File: src/rtl/fft_pkg.sv
// Shared types for the 8-point FFT datapath: component width, complex sample
// struct and the butterfly engine state encoding.
package fft_pkg;

    localparam int FFT_WIDTH = 32;

    typedef struct packed {
        logic signed [FFT_WIDTH-1:0] re;
        logic signed [FFT_WIDTH-1:0] im;
    } cplx_t;

    typedef enum logic [1:0] {
        IDLE = 2'd0,
        CALC = 2'd1,
        DONE = 2'd2
    } fft_state_t;

endpackage

File: src/rtl/radix2_butterfly.sv
// Combinational radix-2 butterfly: sum = a + b, diff = a - b, modulo 2^FFT_WIDTH.
import fft_pkg::*;

module radix2_butterfly (
    input  cplx_t a,
    input  cplx_t b,
    output cplx_t sum,
    output cplx_t diff
);

    // Component-wise add/subtract; results wrap with no growth bit.
    always_comb begin
        sum.re  = a.re + b.re;
        sum.im  = a.im + b.im;
        diff.re = a.re - b.re;
        diff.im = a.im - b.im;
    end

endmodule

File: src/rtl/fft_8.sv
// Butterfly engine: captures two complex samples on start, registers their
// sum and difference one edge later and flags them with a one-cycle done pulse.
import fft_pkg::*;

module fft_8 #(
    parameter int WIDTH = FFT_WIDTH
) (
    input  logic                    clk,
    input  logic                    rst,
    input  logic                    start,
    output logic                    done,
    input  logic signed [WIDTH-1:0] x0_re,
    input  logic signed [WIDTH-1:0] x0_im,
    input  logic signed [WIDTH-1:0] x1_re,
    input  logic signed [WIDTH-1:0] x1_im,
    output logic signed [WIDTH-1:0] X0_re,
    output logic signed [WIDTH-1:0] X0_im,
    output logic signed [WIDTH-1:0] X1_re,
    output logic signed [WIDTH-1:0] X1_im
);

    fft_state_t state;
    cplx_t      cap_a;
    cplx_t      cap_b;
    cplx_t      bf_sum;
    cplx_t      bf_diff;

    radix2_butterfly u_bf (
        .a    (cap_a),
        .b    (cap_b),
        .sum  (bf_sum),
        .diff (bf_diff)
    );

    // Sequencer with capture and output registers; start is only honoured in IDLE.
    always_ff @(posedge clk or posedge rst) begin
        if (rst) begin
            state <= IDLE;
            done  <= 1'b0;
            cap_a <= '0;
            cap_b <= '0;
            X0_re <= '0;
            X0_im <= '0;
            X1_re <= '0;
            X1_im <= '0;
        end else begin
            case (state)
                IDLE: begin
                    done <= 1'b0;
                    if (start) begin
                        cap_a <= '{re: x0_re, im: x0_im};
                        cap_b <= '{re: x1_re, im: x1_im};
                        state <= CALC;
                    end else begin
                        state <= IDLE;
                    end
                end
                CALC: begin
                    X0_re <= bf_sum.re;
                    X0_im <= bf_sum.im;
                    X1_re <= bf_diff.re;
                    X1_im <= bf_diff.im;
                    done  <= 1'b1;
                    state <= DONE;
                end
                DONE: begin
                    done  <= 1'b0;
                    state <= IDLE;
                end
                default: begin
                    done  <= 1'b0;
                    state <= IDLE;
                end
            endcase
        end
    end

endmodule

File: config.mk
export PLATFORM = sky130hd
export DESIGN_NAME = fft_8
export DESIGN_NICKNAME = d
export VERILOG_FILES = /design/src/rtl/fft_pkg.sv /design/src/rtl/radix2_butterfly.sv /design/src/rtl/fft_8.sv
export SDC_FILE = /design/constraint.sdc
export NUM_CORES = 1
export LEC_CHECK = 0
export ABC_AREA = 0
export BUFFER_PORTS_ARGS = -buffer_cell sky130_fd_sc_hd__buf_2
export CAP_MARGIN = 20
export CORE_MARGIN = 2
export CORE_UTILIZATION = 50
export DETAILED_ROUTE_END_ITERATION = 12
export PLACE_DENSITY = 0.72
export SYNTH_ARGS = -nofsm -noshare
export SYNTH_HDL_FRONTEND = slang
export SYNTH_SLANG_ARGS = --single-unit
File: constraint.sdc
create_clock -name clk -period 13.15 [get_ports clk]
set_clock_uncertainty 0.15 [all_clocks]
set_input_delay 1.315 -clock clk [delete_from_list [all_inputs] [get_ports clk]]
set_output_delay 1.315 -clock clk [all_outputs]
set_load 0.02 [all_outputs]
**Word-level counts from Yosys, hierarchy flattened**

Cells that the tools add are included.
Widths: inputs -> output; s select.

- Bits in registers: 259
- Input bits: 131
- Output and inout bits: 129
- Word-level logic and storage cells: 20

- Add/subtract/negate cells: 4
- Equality and inequality tests: 1
- Mux-type cells: 3
- Reduce and logical (&&, ||, !) cells: 2

Operators by type and width:

| kind | count |
|---|---|
| $add 32x32->32 | 2 |
| $sub 32x32->32 | 2 |
| $pmux 2 s2 | 1 |
| $eq 2x1->1 const B | 1 |
| $logic_not 2->1 | 1 |
| $mux 1 | 2 |
| $reduce_and 2->1 | 1 |

**Logic depth before layout (Yosys ltp)**

- Word-level depth: 2
- Mapped depth: 13
- Mapped depth without buffers: 13

**By module**

From an unflattened synthesis, not the netlist that was laid out.

- Cells, all modules: 1514
- Area total of the unflattened synthesis: 16102.9 um^2

By module, submodules not included:

| module | instances | cells an instance | area each (um^2) | sequential area each (um^2) |
|---|---|---|---|---|
| fft_8 | 1 | 545 | 9608.0 | 6456.2 |
| radix2_butterfly | 1 | 969 | 6495.0 | 0.0 |

**Worst setup path before layout**

OpenSTA, ideal clock, no wires.

- Path kind: reg-to-reg
- From: register cap_a[8] (netlist bit)
- To: register X0_im[31]
- Setup time: 0.125 ns
- Data arrival time: 3.101 ns
- Required time: 12.875 ns
- Slack: 9.774 ns
- Cell stages (with the launch flop): 13
- Buffers on the path: 1
- Clock period less this slack: 3.376 ns
- Path through: dfrtp_1 > ha_1 > buf_6 > or3_4 > or4_1 > a21oi_1 > a2111oi_1 > o31ai_4 > a41oi_1 > o41ai_2 > a211oi_1 > xnor2_1 > mux2_2

- Longest elaborated chain between the ends: 1

RTL lines:

| element | RTL line | source |
|---|---|---|
| start, declared | fft_8.sv:23 | `cplx_t cap_a;` |
| start signal, assigned | fft_8.sv:51 | `cap_a <= '{re: x0_re, im: x0_im};` |
| $add 32x32->32 | radix2_butterfly.sv:14 | `sum.im = a.im + b.im;` |
| end signal, assigned | fft_8.sv:60 | `X0_im <= bf_sum.im;` |
| end, declared | fft_8.sv:17 | `output logic signed [WIDTH-1:0] X0_im,` |

No other way between the ends.
A chain may end at the register's enable or synchronous reset.

**Final worst setup path**

Ends and elaborated chain as after synthesis.

==> flow_summary.rst <==
.. list-table::
   :header-rows: 1

   * - Metric
     - Value
   * - Outcome
     - complete, no violations
   * - CTS H-tree depth
     - 1
   * - Post-detailed-route wirelength per cell
     - 17.5 um
   * - Final hold viol count
     - 0
   * - Met2 routed WL
     - 19100 um
   * - Clk root buf
     - sky130_fd_sc_hd__clkbuf_16
   * - Met3 Wirelength
     - 2260 um
   * - Sink Count
     - 256
   * - Weighted congestion at the end of routability-driven global placement
     - 0.926
   * - Number of antenna violations at the first check in global routing
     - 1
   * - Synth Cell Area
     - 15600 um2
   * - Length of routed wiring on met1
     - 18500 um
   * - Most frequent cells in the layout
     - sky130_fd_sc_hd__buf_2, sky130_fd_sc_hd__dfrtp_1, sky130_fd_sc_hd__nand2_1
   * - Clock period minus worst slack
     - 3.92 ns
   * - Die area
     - 32600 um2
   * - Switching power share of the total
     - 45.0%
   * - Post-detail-place hpwl
     - 30400 um
   * - Total overflow reported by the global router
     - 0
   * - Die Span Y
     - 181 um
   * - Nets@finish
     - 2192
   * - Register clock-pin slew on the reported worst setup and hold paths
     - 0.06 ns
   * - Syn_nets
     - 1996
   * - Final total negative setup slack
     - 0 ns
   * - Number of global-route vias before repair
     - 13100
   * - Layout area overhead
     - 15.7%
   * - Clock share of power
     - 18.2%
   * - Combinational power share
     - 53.5%
   * - Maximum count of clock buffers along a single path
     - 3
   * - Clock buffers created by TritonCTS
     - 28
   * - Fraction of layout cells with a size suffix above 1
     - 20.1%
   * - Average instance area after synthesis
     - 8.98 um2
   * - Period utilisation layout
     - 29.8%
   * - Cell area power density
     - 249 nW/um2
   * - Number of port buffers
     - 259
   * - Number of iterations in the first detailed-routing pass
     - 5
   * - Prevailing post-synth register cell
     - sky130_fd_sc_hd__dfrtp_1
   * - Capturing element type of the critical path
     - flip-flop
   * - Clock latency at the later pin of the worst-skew pair
     - 0.55 ns
   * - Post-synthesis sequential element count
     - 256
   * - Avg Vias per Cell
     - 5.59
   * - Worst reg2reg setup slack
     - 9.23 ns
   * - Endpoints failing setup
     - 0
   * - Wire length of the first global-routing pass
     - 66400 um
   * - Slew at the pin closest to its max-slew limit
     - 1.06 ns
   * - Count of maximum capacitance violations
     - 0
   * - Placed Cells
     - 2298
   * - Worst Reg2Reg Path Length in Cells
     - 11
   * - Internal power summed over all cells
     - 2470 uW
   * - Maximum net fanout on the critical path
     - 10
   * - Count of hold buffers inserted by post-cts repair
     - 0
   * - Initial core utilization
     - 50.8%
   * - First DRT Iteration DRCs
     - 893
   * - Combined global-route utilization of all metal layers
     - 24.5%
   * - Static leakage
     - 0.00858 uW
   * - Pin count of the biggest net entering global routing
     - 120
   * - X dimension of the die
     - 181 um
   * - Critical path class
     - flip-flop to flip-flop
   * - Number of resized instances in the post-cts repair step
     - 0
   * - Slew HR
     - 29.4%
   * - Core Rows
     - 64
   * - CTS tree
     - done
   * - Count of flip-flops with a built-in enable after synthesis
     - 0
   * - Cell Count, Final, Fillers Out
     - 2353
   * - Most common cell after layout, fill and taps aside
     - sky130_fd_sc_hd__buf_2
   * - Number of DRC violations after detailed routing
     - 0
   * - Proportion of power drawn by flip-flops and latches
     - 28.3%
   * - Core area
     - 30700 um2
   * - Fmax
     - 255 MHz
   * - RSZ-0062 raised after global routing
     - no
   * - Maximum ir drop on the vdd rail
     - 0.140 mV
   * - Count of yosys warnings during synthesis
     - 0
   * - Fraction of the yosys area taken by sequential cells
     - 41.1%
   * - Slew Limit Fails
     - 0
   * - Hold path depth
     - 2
   * - Top routing layer in use
     - met5
   * - WL final
     - 41100 um
   * - Top-level I/O count
     - 260
   * - Setup Fix Bufs, Post-CTS
     - 0
   * - Synth cell types
     - 70
   * - Switch Pwr
     - 2020 uW
   * - Detailed-route via count
     - 13100
   * - Async SR Flop Fraction
     - 100%
   * - Cell area after layout
     - 18000 um2
   * - Min-Delay Path Class
     - flip-flop to flip-flop
   * - Number of routed nets with antenna violations
     - 0
   * - Startpoint type of the worst setup path
     - flip-flop
   * - Critical path data arrival time
     - 4.20 ns
   * - Instance count of the mapped netlist
     - 1737
   * - Post-detailed-placement cell area
     - 17000 um2
   * - Data required time of the critical path
     - 13.43 ns
layer usage:
metal	GRT usage [%]	vias up
met5	0	-
met4	7.23	2
met2	40.7	440
met3	3.48	83
li1	-	6350
met1	33.6	6272
metrics by stage:
stage | total power, uW | util (%) | setup WS [ns] | hold slack (ns)
6_report | 4480 | 58.8 | 9.23 | 0.311
5_1_grt | 4810 | 58.8 | 9.10 | 0.354
4_1_cts | 4490 | 58.7 | 9.28 | 0.314
3_5_place_dp | 3650 | 55.6 | 9.19 | 0.301
3_3_place_gp | 3600 | 55.6 | 9.24 | 0.299
2_1_floorplan | 2960 | - | 4.64 | 0.351
logic make-up (layout without fill, tap and decap cells):
logic type | Yosys count | after routing | synth area share, %
xor+xnor | 112 | 112 | 6.29
compound gates | 506 | 506 | 19.5
simple gates | 443 | 443 | 12.3
flops | 256 | 256 | 41.1
buf+inv | 226 | 444 | 5.60
mux | 66 | 66 | 4.76
other cells | 0 | 2 | 0
fa+ha+maj | 128 | 128 | 10.5
cells in the mapped netlist (6+ instances only):
| library cell | n | area share (%) |
|---|---|---|
| sky130_fd_sc_hd__dfrtp_1 | 256 | 41 |
| sky130_fd_sc_hd__nand2_1 | 240 | 5.8 |
| sky130_fd_sc_hd__o21ai_0 | 215 | 6.9 |
| sky130_fd_sc_hd__a21oi_1 | 126 | 4.0 |
| sky130_fd_sc_hd__ha_1 | 124 | 10 |
| sky130_fd_sc_hd__inv_1 | 124 | 3.0 |
| sky130_fd_sc_hd__nor2_1 | 94 | 2.3 |
| sky130_fd_sc_hd__xnor2_1 | 93 | 5.2 |
| sky130_fd_sc_hd__clkbuf_1 | 85 | 2.0 |
| sky130_fd_sc_hd__mux2_2 | 65 | 4.7 |
| sky130_fd_sc_hd__o21bai_1 | 29 | 1.4 |
| sky130_fd_sc_hd__a21o_1 | 20 | 0.96 |
| sky130_fd_sc_hd__xor2_1 | 19 | 1.1 |
| sky130_fd_sc_hd__nor3_1 | 18 | 0.58 |
| sky130_fd_sc_hd__a31oi_1 | 17 | 0.68 |
| sky130_fd_sc_hd__nor4_1 | 15 | 0.60 |
| sky130_fd_sc_hd__o31ai_1 | 15 | 0.72 |
| sky130_fd_sc_hd__nand3_1 | 14 | 0.45 |
| sky130_fd_sc_hd__nor2b_1 | 13 | 0.52 |
| sky130_fd_sc_hd__nand2b_1 | 11 | 0.44 |
| sky130_fd_sc_hd__a211oi_1 | 8 | 0.39 |
| sky130_fd_sc_hd__a21boi_0 | 8 | 0.39 |
| sky130_fd_sc_hd__nand4_1 | 8 | 0.32 |
| sky130_fd_sc_hd__o31a_1 | 7 | 0.39 |
| sky130_fd_sc_hd__buf_1 | 6 | 0.14 |
| sky130_fd_sc_hd__o21a_1 | 6 | 0.29 |
| sky130_fd_sc_hd__or2_2 | 6 | 0.24 |
flip-flops by register name (all words and copies together) (netlist names):
name and flops:
X0_im 32, X0_re 31, X1_im 31, X1_re 32, cap_a 64, cap_b 64, done 1, state 1
power groups by stage:
stage / registers (uW) / clock network [uW] / logic [uW]
global route: 1310 / 864 / 2640
detailed placement: 1280 / 0 / 2370
global placement: 1260 / 0 / 2340
finish: 1270 / 817 / 2400
CTS: 1270 / 834 / 2380
floorplan: 1460 / 0 / 1500
cell type report:
type / instances / area (um2)
Fill cell: 2707 / 12600
Clock buffer: 39 / 773
Antenna cell: 2 / 5.00
Sequential cell: 256 / 6410
Inverter: 126 / 480
Clock inverter: 13 / 181
Timing Repair Buffer: 266 / 1370
Tap cell: 396 / 495
Multi-Input combinational cell: 1255 / 8330
final timing paths:
kind,endpoint,startpoint
max,X0_im[31],cap_a[8]
min,X1_im[9],X1_im[9]
max reg2reg,X0_im[31],cap_a[8]
min reg2reg,X1_im[9],X1_im[9]
max in group asynchronous,cap_b[15],rst
min in group asynchronous,X1_re[21],rst
worst max-delay path, cell delays in order (launching register included):
cell,delay [ns]
sky130_fd_sc_hd__dfrtp_1,0.40
sky130_fd_sc_hd__ha_1,0.45
sky130_fd_sc_hd__or3_4,0.45
sky130_fd_sc_hd__or4_1,0.40
sky130_fd_sc_hd__a21oi_1,0.14
sky130_fd_sc_hd__a2111oi_1,0.13
sky130_fd_sc_hd__o31ai_4,0.32
sky130_fd_sc_hd__a41oi_1,0.26
sky130_fd_sc_hd__o41ai_2,0.53
sky130_fd_sc_hd__a211oi_1,0.16
sky130_fd_sc_hd__xnor2_1,0.15
sky130_fd_sc_hd__mux2_2,0.28
No activity file was read; power rests on OpenSTA's default activity.
